### config.mk
export PLATFORM = sky130hd
export DESIGN_NAME = clock_divider_multi
export DESIGN_NICKNAME = d
export VERILOG_FILES = /design/src/rtl/clock_divider_multi.sv
export SDC_FILE = /design/constraint.sdc
export NUM_CORES = 1
export LEC_CHECK = 0
export BUFFER_PORTS_ARGS = -buffer_cell sky130_fd_sc_hd__buf_4
export CAP_MARGIN = 25
export CORE_ASPECT_RATIO = 1.1
export CORE_MARGIN = 2
export CORE_UTILIZATION = 61
export CTS_CLUSTER_SIZE = 25
export DETAILED_ROUTE_END_ITERATION = 7
export GPL_ROUTABILITY_DRIVEN = 0
export PLACE_DENSITY = 0.8
export SETUP_SLACK_MARGIN = 0.3
export SLEW_MARGIN = 20
export SYNTH_ARGS = -nofsm -noshare
export SYNTH_HDL_FRONTEND = slang
export SYNTH_SLANG_ARGS = --single-unit
### constraint.sdc
create_clock -name clock -period 2.1 [get_ports clock]
set_input_delay 0.21 -clock clock [delete_from_list [all_inputs] [get_ports clock]]
set_output_delay 0.21 -clock clock [all_outputs]
set_load 0.1 [all_outputs]
### src/rtl/clock_divider_multi.sv
// Multi-channel programmable clock divider: each channel counts 0..P and drives
// clockdivided high while count < H, with glitch-free reloads at period boundaries.
module clock_divider_multi #(
    parameter int WIDTH          = 16,
    parameter int CHANNELS       = 2,
    parameter int DEFAULT_PERIOD = 390,
    parameter int DEFAULT_HIGH   = 195,
    localparam int CW            = (CHANNELS > 1) ? $clog2(CHANNELS) : 1
) (
    input  logic                clock,
    input  logic                reset,
    input  logic [CHANNELS-1:0] enable,
    input  logic                load,
    input  logic [CW-1:0]       load_chan,
    input  logic [WIDTH-1:0]    load_period,
    input  logic [WIDTH-1:0]    load_high,
    output logic [CHANNELS-1:0] clockdivided,
    output logic [CHANNELS-1:0] tick,
    output logic [CHANNELS-1:0] pending
);

    localparam logic [WIDTH-1:0] RST_P = WIDTH'(DEFAULT_PERIOD);
    localparam logic [WIDTH-1:0] RST_H = WIDTH'(DEFAULT_HIGH);
    localparam logic [WIDTH-1:0] ONE   = WIDTH'(1);

    // load is a single-cycle strobe with no ready: it is always accepted on the
    // edge where it is high; a load_chan with no matching channel is dropped.
    for (genvar c = 0; c < CHANNELS; c++) begin : g_chan
        logic [WIDTH-1:0] count;
        logic [WIDTH-1:0] act_p;
        logic [WIDTH-1:0] act_h;
        logic [WIDTH-1:0] shd_p;
        logic [WIDTH-1:0] shd_h;
        logic             shd_valid;
        logic             run;
        logic             hit;
        logic             wrap;

        assign hit  = load && (load_chan == CW'(c));
        assign wrap = (count == act_p);

        always_ff @(posedge clock) begin
            if (reset) begin
                count     <= '0;
                run       <= 1'b0;
                shd_valid <= 1'b0;
                act_p     <= RST_P;
                act_h     <= RST_H;
                shd_p     <= RST_P;
                shd_h     <= RST_H;
            end else begin
                run <= enable[c];
                if (!enable[c]) begin
                    // A stopped channel has no boundary to wait for: apply now.
                    count <= '0;
                    if (hit) begin
                        act_p     <= load_period;
                        act_h     <= load_high;
                        shd_valid <= 1'b0;
                    end else if (shd_valid) begin
                        act_p     <= shd_p;
                        act_h     <= shd_h;
                        shd_valid <= 1'b0;
                    end
                end else if (!run) begin
                    count <= '0;
                    if (hit) begin
                        shd_p     <= load_period;
                        shd_h     <= load_high;
                        shd_valid <= 1'b1;
                    end
                end else if (wrap) begin
                    // A load landing on the wrap edge bypasses the shadow entirely.
                    count <= '0;
                    if (hit) begin
                        act_p <= load_period;
                        act_h <= load_high;
                    end else if (shd_valid) begin
                        act_p <= shd_p;
                        act_h <= shd_h;
                    end
                    shd_valid <= 1'b0;
                end else begin
                    count <= count + ONE;
                    if (hit) begin
                        shd_p     <= load_period;
                        shd_h     <= load_high;
                        shd_valid <= 1'b1;
                    end
                end
            end
        end

        assign clockdivided[c] = run && (count < act_h);
        assign tick[c]         = run && wrap;
        assign pending[c]      = shd_valid;
    end

endmodule

==> flow_summary_export.csv <==
group,metric,value,unit
place,dpl-instance-area,8350,µm²
global_route,grt_pass1_wl,45.3,mm
logic_synthesis,synth_top_area_share,42.5,%
logic_synthesis,synth_seq_cells,164,
critical_path,arrival,2.83,ns
cells_and_area,final_area,11900,µm²
cells_and_area,final_util,95.5,%
clock_tree,cts_buffers,17,
cells_and_area,syn_to_final_growth,54.5,%
routing,wl_per_cell,34.4,µm
logic_synthesis,yosysSeqAreaShare,42.5,%
timing,relSlewSlack,57.3,%
routing,drt-pass1-iter-count,8,
critical_path,required,1.89,ns
power,combPwrFrac,16.9,%
power,pwr-share-clk,42.9,%
routing,drt-total-wl,39.6,mm
timing,finalCritPeriodShare,145,%
logic_synthesis,synth_cells,862,
clock_tree,clk_latency,0.47,ns
global_route,first_global_vias,8029,
die,core_area,12500,µm²
routing,vias,8699,
global_route,antenna_found_initial,2,
die,fp-row-count,43,
timing,finalHoldViolations,0,
timing,slew_viol_final,0,
logic_synthesis,synth-edff-count,0,
routing,drt_iter0_markers,1608,
critical_path,crit_type,"flop to output pin",
clock_tree,cts_tree,"built",
routing,vias_per_cell,7.56,
cells_and_area,layout-drive-gt1-share,43.0,%
logic_synthesis,yosys-top-cells-area,"dfxtp_1 43%, mux2i_1 9.3%, nor2_1 7.0%",
min_path,hold_path_class,"input port to flop",
power,power.density,701,nW/µm²
power,p_leak,4.50,nW
logic_synthesis,ys_top_cells_by_count,"164 x dfxtp_1, 143 x nor2_1, 72 x mux2i_1",
status,status,"finished with violations",
logic_synthesis,ys_warn_count,0,
global_route,use_met3,12.0,%
logic_synthesis,syn_nets,932,
timing,totalNegativeSetupSlack,-56.36,ns
job,maxCapViolations,0,
logic_synthesis,avgSynthCellArea,8.95,µm²
clock_tree,cts_sinks,164,
logic_synthesis,synth.largest_area_cell,"dfxtp_1",
critical_path,cp_max_fo,2,
global_route,grt_max_degree,83,
die,die_x,111,µm
power,ir_drop,1090,µV
timing,min_period,3.04,ns
timing,fin_ws,-0.936,ns
place,dpl.hpwl,12.4,mm
clock_tree,clk_pin_slew_worst_paths,0.08,ns
die,start_util,61.8,%
routing,drc,0,
timing,worst_pin_slew,0.640,ns
clock_tree,clockRootBuffer,"clkbuf_16",
cells_and_area,num-nets-final,1050,
critical_path,worstSetupEndpointType,"output pin",
logic_synthesis,synth.most_common_cell,"dfxtp_1",
global_route,top_usage_layer,"met2",
timing,rsz0062_at_grt,"yes",
die,die-area,13600,µm²
clock_tree,htree_levels,4,
power,p_sw,2.47,mW
timing,setup_viol_count_final,148,
clock_tree,clock_path_buffers,2,
power,p_seq_share,40.2,%
die,top_level_ports,44,
logic_synthesis,yosysUniqueCellTypes,36,
global_route,grtUsageTotal,43.8,%
global_route,grt.met2_usage,73.6,%
global_route,grt-ovfl-total,0,
timing,clock.fmax,0.329,GHz
logic_synthesis,netlist_area,7720,µm²
status,violations,"setup timing",
logic_synthesis,async_flop_share,0,%
die,die_height,122,µm
routing,ant_nets,0,
logic_synthesis,synth-main-ff-cell,"dfxtp_1",
power,swShare,29.6,%
critical_path,cp-start-kind,"flop",
timing,fin_skew,0.0214,ns
power,p_int,5.88,mW
global_route,grt_use_met1,47.0,%
place,portBuffers,43,
## logic make-up (layout without fill, tap and decap cells)
logic type / after synthesis / after routing / synth area share, %
xor gates and xnor gates: 55 / 55 / 6.24
adders and majority gates: 32 / 32 / 5.19
and+or+nand+nor: 309 / 309 / 17.8
DFF: 164 / 164 / 42.5
AOI/OAI and AO/OA: 139 / 139 / 13.2
other: 0 / 1 / 0
buffers and inverters: 91 / 222 / 5.69
muxes: 72 / 72 / 9.34
## worst paths after layout
check,startpoint,to,slack [ns],cells past startpoint
worst min register to register,g_chan[1].count[0]$_SDFF_PP0_,g_chan[1].count[0]$_SDFF_PP0_,0.50,1
worst max-delay path,g_chan[1].act_h[1]$_SDFFE_PP1P_,clockdivided[1],-0.94,8
worst max register to register,g_chan[1].act_p[12]$_SDFFE_PP0P_,g_chan[1].shd_h[8]$_SDFFE_PP0P_,-0.85,10
worst min-delay path,load_period[5],g_chan[1].shd_p[5]$_SDFFE_PP0P_,0.06,3
## worst max-delay path, stage by stage, from the launching register on
cell and delay, ns:
dfxtp_1 0.35, inv_1 0.05, ha_1 0.28, a21o_1 0.19
a21o_1 0.21, a21oi_1 0.49, o21ai_1 0.26, a221oi_4 0.33
buf_12 0.21
## cell type report
| type | instances | area (µm²) |
|---|---|---|
| fill | 250 | 564 |
| sequential | 164 | 3340 |
| multi-input combinational | 607 | 5300 |
| tap | 157 | 196 |
| clock buffer | 18 | 439 |
| inverter | 34 | 130 |
| antenna | 1 | 2.50 |
| timing repair buffer | 156 | 2320 |
| clock inverter | 14 | 199 |
## timing repair
action,CTS,global route
pin swaps,61,41
buffers inserted,41,10
setup endpoints to repair,164,165
resized for setup,165,196
hold buffers,0,0
cloned,34,1
## state kept, by name (all words and copies together) (netlist names)
register and cells:
g_chan.run 2, g_chan.shd_p 32, g_chan.count 32, g_chan.act_h 32, g_chan.shd_valid 2, g_chan.act_p 32, g_chan.shd_h 32
## placed cells by master (no fill, tap or decap), types with 27 or more instances in the layout
cell type  count
xor2_1        43
dfxtp_2       27
nor2_1        86
nand2_1       62
mux2i_1       49
dfxtp_1      132
nor2_2        31
buf_12        29
inv_1         32
ha_1          27
buf_16        33
buf_4         65
## layer usage
metal  routed length (µm)  vias to the layer above
met5                    0                        -
met4                 4990                        0
met3                 5480                      473
met2                16800                      994
met1                12200                     4009
li1                     -                     3223
## power groups by stage
stage                     sequential (mW)  combinational [mW]  clock, mW
after CTS                            3.30                1.06       3.36
after floorplan                      3.34               0.485          0
final                                3.36                1.41       3.58
after global routing                 3.36                1.42       3.65
after detailed placement             3.36               0.680          0
after global placement               3.36               0.655          0
## per-stage QoR
step,cells,hold WS [ns],total power [mW],setup WS [ns]
floorplan,862,0.357,3.83,-0.454
global placement,1032,0.460,4.01,-0.00781
detailed placement,1032,0.468,4.04,-0.0828
CTS,1139,0.0478,7.73,-0.524
global route,1151,0.0650,8.43,-0.908
finish,1151,0.0641,8.35,-0.936
Note: power is estimated with default switching activity, not from simulation.
